==> src/rtl/gfx_reg_arbiter.sv <==
// Two-requester round-robin arbiter for a shared graphics register bus.
// Writes can be held off until vertical blanking; reads are never gated.
module gfx_reg_arbiter #(
  parameter int unsigned ACCESS_CYCLES = 2,
  parameter int unsigned VBLANK_ONLY   = 1
) (
  input  logic        clk,
  input  logic        rst,
  input  logic        vblank,
  input  logic        req0,
  input  logic        rd0,
  input  logic [3:0]  addr0,
  input  logic [15:0] wdata0,
  output logic        gnt0,
  output logic        done0,
  input  logic        req1,
  input  logic        rd1,
  input  logic [3:0]  addr1,
  input  logic [15:0] wdata1,
  output logic        gnt1,
  output logic        done1,
  output logic [15:0] rdata,
  output logic        gfx_cs,
  output logic        gfx_read,
  output logic [3:0]  gfx_addr,
  output logic [15:0] gfx_wdata,
  output logic        gfx_oe,
  input  logic [15:0] gfx_rdata
);

  typedef enum logic [1:0] {IDLE, ACCESS, DONE} state_t;

  state_t      state_q, state_d;
  logic [3:0]  cnt_q, cnt_d;
  logic        owner_q, owner_d;
  logic        last_q, last_d;
  logic        rd_q, rd_d;
  logic [3:0]  addr_q, addr_d;
  logic [15:0] wdata_q, wdata_d;
  logic [15:0] rdata_q, rdata_d;

  logic ungated;
  logic elig0, elig1, pick1;

  assign ungated = (VBLANK_ONLY == 0) | vblank;
  assign elig0   = req0 & (rd0 | ungated);
  assign elig1   = req1 & (rd1 | ungated);
  // Requester 1 wins when alone, or on a tie when requester 0 was served last.
  assign pick1   = elig1 & (~elig0 | ~last_q);

  always_comb begin
    state_d = state_q;
    cnt_d   = cnt_q;
    owner_d = owner_q;
    last_d  = last_q;
    rd_d    = rd_q;
    addr_d  = addr_q;
    wdata_d = wdata_q;
    rdata_d = rdata_q;
    case (state_q)
      IDLE: begin
        if (elig0 | elig1) begin
          owner_d = pick1;
          last_d  = pick1;
          rd_d    = pick1 ? rd1 : rd0;
          addr_d  = pick1 ? addr1 : addr0;
          wdata_d = pick1 ? wdata1 : wdata0;
          cnt_d   = 4'(ACCESS_CYCLES);
          state_d = ACCESS;
        end
      end
      ACCESS: begin
        if (cnt_q <= 4'd1) begin
          cnt_d   = '0;
          state_d = DONE;
          if (rd_q) rdata_d = gfx_rdata;
        end else begin
          cnt_d = cnt_q - 4'd1;
        end
      end
      DONE:    state_d = IDLE;
      default: state_d = IDLE;
    endcase
  end

  always_ff @(posedge clk or negedge rst) begin
    if (!rst) begin
      state_q <= IDLE;
      cnt_q   <= '0;
      owner_q <= 1'b0;
      last_q  <= 1'b1;
      rd_q    <= 1'b0;
      addr_q  <= '0;
      wdata_q <= '0;
      rdata_q <= '0;
    end else begin
      state_q <= state_d;
      cnt_q   <= cnt_d;
      owner_q <= owner_d;
      last_q  <= last_d;
      rd_q    <= rd_d;
      addr_q  <= addr_d;
      wdata_q <= wdata_d;
      rdata_q <= rdata_d;
    end
  end

  logic busy, in_access, in_done;
  assign busy      = (state_q != IDLE);
  assign in_access = (state_q == ACCESS);
  assign in_done   = (state_q == DONE);

  assign gnt0      = busy & ~owner_q;
  assign gnt1      = busy & owner_q;
  assign done0     = in_done & ~owner_q;
  assign done1     = in_done & owner_q;
  assign rdata     = rdata_q;
  assign gfx_cs    = in_access;
  assign gfx_read  = in_access & rd_q;
  assign gfx_oe    = in_access & ~rd_q;
  assign gfx_addr  = in_access ? addr_q : '0;
  assign gfx_wdata = in_access ? wdata_q : '0;

endmodule
==> config.mk <==
export PLATFORM = sky130hd
export DESIGN_NAME = gfx_reg_arbiter
export DESIGN_NICKNAME = d
export VERILOG_FILES = /design/src/rtl/gfx_reg_arbiter.sv
export SDC_FILE = /design/constraint.sdc
export NUM_CORES = 1
export LEC_CHECK = 0
export ABC_AREA = 1
export CAP_MARGIN = 10
export CORE_UTILIZATION = 40
export CTS_BUF_LIST = sky130_fd_sc_hd__clkbuf_8
export CTS_CLUSTER_DIAMETER = 50
export DETAILED_ROUTE_END_ITERATION = 10
export PLACE_DENSITY = 0.86
export REMOVE_ABC_BUFFERS = 1
export SLEW_MARGIN = 0
export SYNTH_ARGS = -nofsm -noshare
export SYNTH_HDL_FRONTEND = slang
export SYNTH_SLANG_ARGS = --single-unit
==> constraint.sdc <==
create_clock -name clk -period 1.3 [get_ports clk]
set_input_delay 0.26 -clock clk [delete_from_list [all_inputs] [get_ports clk]]
set_output_delay 0.26 -clock clk [all_outputs]
set_load 0.005 [all_outputs]
Word-level counts from Yosys, hierarchy flattened:

Index checks and enable logic that the tools add are counted.

* $add $sub $neg: 1
* $lt $le $gt $ge: 1
* eq/ne operators: 4
* multiplexer cells: 11
* bitwise operators: 17
* reduce and logical (&&, ||, !) cells: 7

Operator list (number)
* 16-bit two-way mux: 2
* 4-bit two-way mux: 4
* 1-bit bitwise AND: 9
* 4-bit case mux with 2 select lines: 1
* 2-bit AND reduction: 3
* 4-bit by 1-bit less-or-equal comparator with 1-bit output (second input constant): 1
* 2-bit two-way mux: 2
* 1-bit inverter: 4
* 1-bit bitwise OR: 4
* 2-bit case mux with 2 select lines: 1
* 2-bit nonzero test: 2
* 4-bit by 1-bit subtractor with 4-bit output (second input constant): 1
* 3-bit AND reduction: 1
* 2-bit by 1-bit equality test with 1-bit output (second input constant): 1
* 2-bit equality test (second input constant): 1
* 2-bit zero test: 1
* 2-bit by 1-bit != test with 1-bit output (second input constant): 1
* 2-bit != test (second input constant): 1
* 1-bit two-way mux: 1

* bits in registers: 45
* bits of input ports: 63

Longest topological paths before layout:

Gate-level depths: netlist of the first run.

* word-level depth: 6
* mapped depth: 9

Worst setup path before layout of the first run:

No wires, ideal clock.

* kind: reg-to-reg
* start: register cnt_q[0]
* end: register rdata_q[10] (netlist: rdata[10])
* setup time: 0.116 ns
* data arrival time: 1.267 ns
* required time: 1.184 ns
* slack: -0.083 ns
* cell stages (with the launch flop): 9
* period minus slack after synthesis: 1.383 ns
* cells stage by stage: dfrtp_1 -> inv_1 -> ha_1 -> nor2_2 -> nor2_4 -> buf_4 -> buf_4 -> nand3_1 -> nand2_1

* word-level cells in the longest chain between the ends: 2

Ends and longest elaborated chain
* from (decl): RTL line 34 `logic [3:0] cnt_q, cnt_d;`
* from (signal assigned): RTL line 98 `cnt_q <= cnt_d;`
* 4-bit by 1-bit less-or-equal comparator with 1-bit output: RTL line 73 `if (cnt_q <= 4'd1) begin`
* 3-bit AND reduction (no line)
* to (signal assigned): RTL line 104 `rdata_q <= rdata_d;`
* to (decl): RTL line 40 `logic [15:0] rdata_q, rdata_d;`

Every way passes these cells.
A chain may end at the register's enable or synchronous reset.

Final worst setup path of the first run:

* start: register state_q[1]
* end: register rdata_q[4] (netlist: rdata[4])

* word-level cells in the longest chain between the ends: 2

Ends and longest elaborated chain
* from (decl): RTL line 33 `state_t state_q, state_d;`
* from (signal assigned): RTL line 97 `state_q <= state_d;`
* 2-bit by 1-bit equality test with 1-bit output: RTL line 60 `case (state_q)`
* 3-bit AND reduction (no line)

Every way passes these cells.

==> results of run 1 <==
repair_timing:
item	4_1_cts	5_1_grt
hold buffers	1	0
gates resized for setup	231	74
endpoints found under the hold margin	9	0
pin swaps	31	35
setup endpoints to repair	86	72
cloned	9	1
buffers inserted	33	9
sequential cells by signal, summed over array words and instances, names as in the netlist:
| name | flops |
|---|---|
| rd_q | 1 |
| rdata | 16 |
| owner_q | 1 |
| last_q | 1 |
| cnt_q | 4 |
| wdata_q | 16 |
| state_q | 2 |
| addr_q | 4 |
area by class of cell:
type,instances,area (sq um),share of cell area (%)
multi-input cells,220,1520,30.8
repair inverters,3,43.8,0.887
flip-flops and latches,45,1130,22.9
well taps,75,93.8,1.90
clock buffers,7,96.3,1.95
repair buffers,177,1760,35.6
clock inverters,1,5.00,0.101
inverters,72,292,5.90
where the power goes:
group	switching [uW]	internal, uW	leakage, uW
Sequential	547	2120	0.000546
Combinational	4420	4340	0.00195
Clock	502	482	0.0000542
through the flow:
step / setup TNS, ns / util [%] / instances / power, uW / hold WS (ns)
2_1_floorplan: -12.94 / - / 334 / 4510 / -0.0356
3_3_place_gp: -16.54 / 63.0 / 542 / 6950 / 0.152
3_5_place_dp: -18.72 / 63.0 / 542 / 7120 / 0.156
4_1_cts: -14.30 / 77.8 / 592 / 10700 / 0.383
5_1_grt: -21.34 / 82.9 / 600 / 13000 / 0.385
6_report: -18.60 / 82.9 / 600 / 12400 / 0.376
per-layer routing:
metal	part of all wire, %	vias up
met5	0	-
met4	4.6	0
met3	7.7	52
met2	53	211
met1	35	1506
li1	-	1415
worst max-delay path, cell delays in order (launching register included):
cell       delay [ns]
dfrtp_1          0.44
inv_4            0.11
buf_6            0.11
buf_8            0.13
nand2_8          0.12
nor2_8           0.11
buf_4            0.13
buf_12           0.14
clkbuf_16        0.14
nand3_1          0.10
nand2_1          0.10
kinds of logic (layout without fill, tap and decap cells):
family / Yosys count / after routing
adders and majority gates: 2 / 2
and+or+nand+nor: 206 / 209
xor gates and xnor gates: 1 / 1
buffers and inverters: 88 / 260
AOI/OAI and AO/OA: 8 / 8
DFF: 45 / 45
Yosys cell counts, drive strengths merged:
master / instances / area, sq um
nand3: 62 / 310
buf: 16 / 101
o21ai: 7 / 35.0
nand2: 111 / 434
o21a: 1 / 7.51
xor2: 1 / 8.76
nor3: 3 / 15.0
nor2: 28 / 134
ha: 2 / 25.0
dfstp: 1 / 26.3
dfrtp: 44 / 1100
inv: 72 / 270
nand4: 2 / 12.5
worst paths after layout:
kind,from,endpoint,slack [ns],cells after the start
max reg2reg,state_q[1]$_DFFE_PN0P_,rdata[4]$_DFFE_PN0P_,-0.42,10
max in group asynchronous,rst,state_q[0]$_DFFE_PN0P_,0.39,3
min in group clk,rdata[9]$_DFFE_PN0P_,rdata[9]$_DFFE_PN0P_,0.49,2
max,state_q[1]$_DFFE_PN0P_,rdata[4]$_DFFE_PN0P_,-0.42,10
min reg2reg,rdata[9]$_DFFE_PN0P_,rdata[9]$_DFFE_PN0P_,0.49,2
min,rst,rdata[3]$_DFFE_PN0P_,0.38,2
==> impl_metrics.ini, run 1 <==
[outcome]
status = finished, violations left
violations = negative setup slack

[setup_path]
arrival_ns = 1.95
crit_path_end_kind = flip-flop
path_class = reg -> reg
worstSetupStartpointType = flip-flop
crit_required_ns = 1.53
crit_path_max_fanout = 8

[global_routing]
grt_overflow_total = 0
met3_usage_pct = 8.20
antenna_found_initial = 0
grt_usage_pct = 31.2
busiest_layer = met2
use_met2_pct = 56.8
grt_pass1_wl_mm = 14.9
grt_util_met1_pct = 32.9
grt_pass1_vias = 3051
grt_max_degree = 22

[clock_tree]
cts.reportedPaths.clkPinSlew_ns = 0.10
clock_latency_ns = 0.31
cts_buffers = 5
cts.sinks = 45
cts_tree = built
clk_path_buf_depth = 2
ctsHtreeMaxLevel = 2
root_buffer = clkbuf_8

[floorplanning]
die_w_um = 80.8
chipHeight_um = 80.8
fp-row-count = 28
ioPinCount = 106
die_area_sq_mm = 0.00652
initial_utilization_pct = 41.7
fp.coreArea_sq_mm = 0.00596

[timing]
hold_viol = 0
post-route-min-period_ns = 1.72
clock.fmax_mhz = 582
slew-limit-headroom_pct = 77.9
rsz0062_at_grt = true
skew_ns = 0.0178
max_slew.worst_pin.slew_ns = 0.332
final.setup.worst_slack_ns = -0.418
fin_crit_sh_pct = 132
drv_slew = 0
setup_viol = 72

[yosys]
ys_ff_latch = 45
synth_top_family_by_area = simple AND/OR/NAND/NOR gates
synthXorXnorAreaFrac_pct = 0.353
synthMuxAreaShare_pct = 0
syn_inst = 350
avgSynthCellArea_sq_um = 7.09
synth_compound_area_share_pct = 1.71
yosys.area_share.simple_pct = 36.5
synth-adder-area-share_pct = 1.01
ys_seq_area_share_pct = 45.4
synth.cell_area_sq_mm = 0.00248
ys_warn_count = 0
synth_cell_types = 23

[route]
wl_per_cell_um = 18.0
drt_wl_total_mm = 10.8
drc_errors = 0
drt_iter0_drc = 210
via_per_inst = 5.31
vias = 3184
dr.pass1.iters = 5
ant_nets = 0

[hold_path]
hold_path_class = in -> async

[final_layout]
n_antenna_cell = 0
final_cell_mix = nand2_1, inv_1, clkdlybuf4s50_1
final_common_cell = nand2_1
syn2layout_area_growth_pct = 99.0
nets = 589
fill_cells = 330
post-route-cell-area_sq_mm = 0.00494
drive_above_1_share_pct = 40.2

[place]
place.gp.congestion = 0.756
port_buffers = 105
post-place-ws_ns = -0.391
dpl_cell_area_sq_mm = 0.00375
dp_hpwl_mm = 4.84

[power]
p_leak_uw = 0.00255
power_density_mw_per_mm2 = 2510
ir_worst_vdd_mv = 1.51

[flow_run]
drv_cap = 0
No activity file was read; power rests on OpenSTA's default activity.
==> run 2, diff against run 1 <==
--- a/config.mk
+++ b/config.mk
@@ -7,11 +7,13 @@
 export LEC_CHECK = 0
 export ABC_AREA = 1
 export CAP_MARGIN = 10
-export CORE_UTILIZATION = 40
+export CORE_UTILIZATION = 56
 export CTS_BUF_LIST = sky130_fd_sc_hd__clkbuf_8
 export CTS_CLUSTER_DIAMETER = 50
 export DETAILED_ROUTE_END_ITERATION = 10
-export PLACE_DENSITY = 0.86
+export DONT_BUFFER_PORTS = 1
+export GPL_TIMING_DRIVEN = 0
+export PLACE_DENSITY = 0.81
 export REMOVE_ABC_BUFFERS = 1
 export SLEW_MARGIN = 0
 export SYNTH_ARGS = -nofsm -noshare
==> run 2 against run 1 <==
Net effect: the flow finishes with violations (negative hold slack, negative setup slack); via count decreased by 25%; clock power increased by 7%; clock-buffer cell count decreased by 2; utilization decreased by 3.1 points; combinational power decreased by 42%; cell area decreased by 33%; fmax increased by 12%; sequential share of layout area increased by 11 points; first-iteration DRC count increased by 18%; critical path type is now reg -> out; largest power group unchanged; highest routed layer unchanged.
==> impl_metrics.ini, run 2 (synthesized netlist as in run 1, its figures left out) <==
[final_layout]
n_antenna_cell = 0
drive_above_1_share_pct = 29.3
multiInputGateArea_sq_mm = 0.00143
final_cell_mix = nand2_1, inv_1, dfrtp_1
syn2layout_area_growth_pct = 32.4
nets = 436
fill_cells = 276
final_common_cell = nand2_1
post-route-cell-area_sq_mm = 0.00328
seqCellArea_sq_mm = 0.00113

[outcome]
status = finished, violations left
violations = negative hold slack, negative setup slack

[route]
drc_errors = 0
via_per_inst = 5.65
wl_per_cell_um = 18.7
ant_nets = 0
dr.pass1.iters = 5
drt_wl_total_mm = 7.88
vias = 2383
drt_iter0_drc = 248

[power]
p_switching_uw = 4210
power_frac_clock_pct = 11.9
power_density_mw_per_mm2 = 2680
p_leak_uw = 0.00176
intPower_uw = 4590
ir_worst_vdd_mv = 1.25
pwr-share-comb_pct = 57.2
fin_total_pwr_uw = 8800
p_sw_share_pct = 47.9
p_seq_share_pct = 30.9

[setup_path]
crit_path_max_fanout = 5
arrival_ns = 1.27
worstSetupStartpointType = flip-flop
crit_required_ns = 1.04
path_class = reg -> out
crit_path_end_kind = output port

[global_routing]
antenna_found_initial = 0
grt_max_degree = 46
grt_pass1_wl_mm = 10.3
grt_overflow_total = 0
grt_pass1_vias = 2171
grt_usage_pct = 31.5

[timing]
setup-tns-final_ns = -8.65
hold_viol = 45
post-route-min-period_ns = 1.53
drv_slew = 0
skew_ns = 0.0114
max_slew.worst_pin.slew_ns = 0.622
clock.fmax_mhz = 652
fin_crit_sh_pct = 118
rsz0062_at_grt = true
final.setup.worst_slack_ns = -0.234
setup_viol = 70
slew-limit-headroom_pct = 58.5
holdWs_ns = -0.353

[clock_tree]
clk_path_buf_depth = 2
cts.sinks = 45
cts_buffers = 5
root_buffer = clkbuf_8
ctsHtreeMaxLevel = 2
cts_tree = built
cts.reportedPaths.clkPinSlew_ns = 0.09
clock_latency_ns = 0.30

[place]
place.gp.congestion = 0.772
dpl_cell_area_sq_mm = 0.00244
port_buffers = 0
dp_hpwl_mm = 3.43

[floorplanning]
die_w_um = 68.6
initial_utilization_pct = 60.3
fp.coreArea_sq_mm = 0.00412
die_area_sq_mm = 0.00470
chipHeight_um = 68.6
ioPinCount = 106
fp-row-count = 23

[flow_run]
drv_cap = 0

[hold_path]
hold_path_class = in -> async
-- run 2: cell count changes in the layout (fill, tap and decap cells not counted), moves of 6 or more --
| cell | delta |
|---|---|
| clkdlybuf4s50_1 | -61 |
| buf_4 | -30 |
| buf_2 | -23 |
| nand2_1 | +21 |
| nand2_2 | -18 |
| dlygate4sd2_1 | -16 |
| buf_6 | -15 |
| nor2_4 | -10 |
| nand3_2 | +8 |
| nor2_2 | +8 |
| buf_12 | -6 |
-- run 2: power groups by stage --
stage | clock network, uW | registers (uW) | logic, uW
after CTS | 1050 | 2650 | 4080
after global placement | 0 | 2580 | 2450
after floorplan | 0 | 2480 | 2030
after detailed placement | 0 | 2600 | 2550
final | 1050 | 2720 | 5040
after global routing | 1110 | 2780 | 5480
-- run 2: metrics by stage --
step	std cells	setup slack (ns)	utilization, %
final	422	-0.234	79.8
after global routing	422	-0.340	79.8
after CTS	418	-0.133	73.1
after detailed placement	384	-1.02	59.3
after global placement	384	-0.977	59.3
after floorplan	334	-0.508	-
-- run 2: area by class of cell --
cell class | instances | area share, %
clock buffer | 5 | 2.10
timing repair buffer | 18 | 6.86
sequential | 45 | 34.4
tap | 50 | 1.90
clock inverter | 3 | 1.30
timing repair inverter | 3 | 1.33
inverter | 72 | 8.69
multi-input combinational | 226 | 43.5
-- run 2: final timing paths --
path	startpoint	endpoint	slack, ns	cells after the start
max	state_q[0]$_DFFE_PN0P_	done1	-0.23	2
min	rst	rd_q$_DFFE_PN0P_	-0.35	0
max reg2reg	state_q[0]$_DFFE_PN0P_	cnt_q[0]$_DFFE_PN0P_	-0.22	6
min reg2reg	wdata_q[0]$_DFFE_PN0P_	wdata_q[0]$_DFFE_PN0P_	0.49	2
max in group asynchronous	rst	last_q$_DFFE_PN1P_	1.46	0
min in group clk	gfx_rdata[9]	rdata[9]$_DFFE_PN0P_	0.09	2
-- run 2: worst max-delay path: stages (launching register included) --
cell     delay [ns]
dfrtp_2        0.53
buf_12         0.18
nor3_4         0.27
-- run 2: what timing repair did --
item	CTS	global route
endpoints found under the setup margin	69	71
resized for setup	44	58
hold endpoints to repair	45	45
gates cloned	12	0
pin swaps	9	12
buffers inserted	14	4
-- run 2: layer usage --
layer	wire [um]	vias up	GRT usage, %	part of all wire, %
met5	0	-	0	0
met4	180	0	9.90	2.3
met3	700	18	8.22	8.9
met2	3950	143	52.3	50
met1	3050	1112	39.9	39
li1	-	1110	-	-
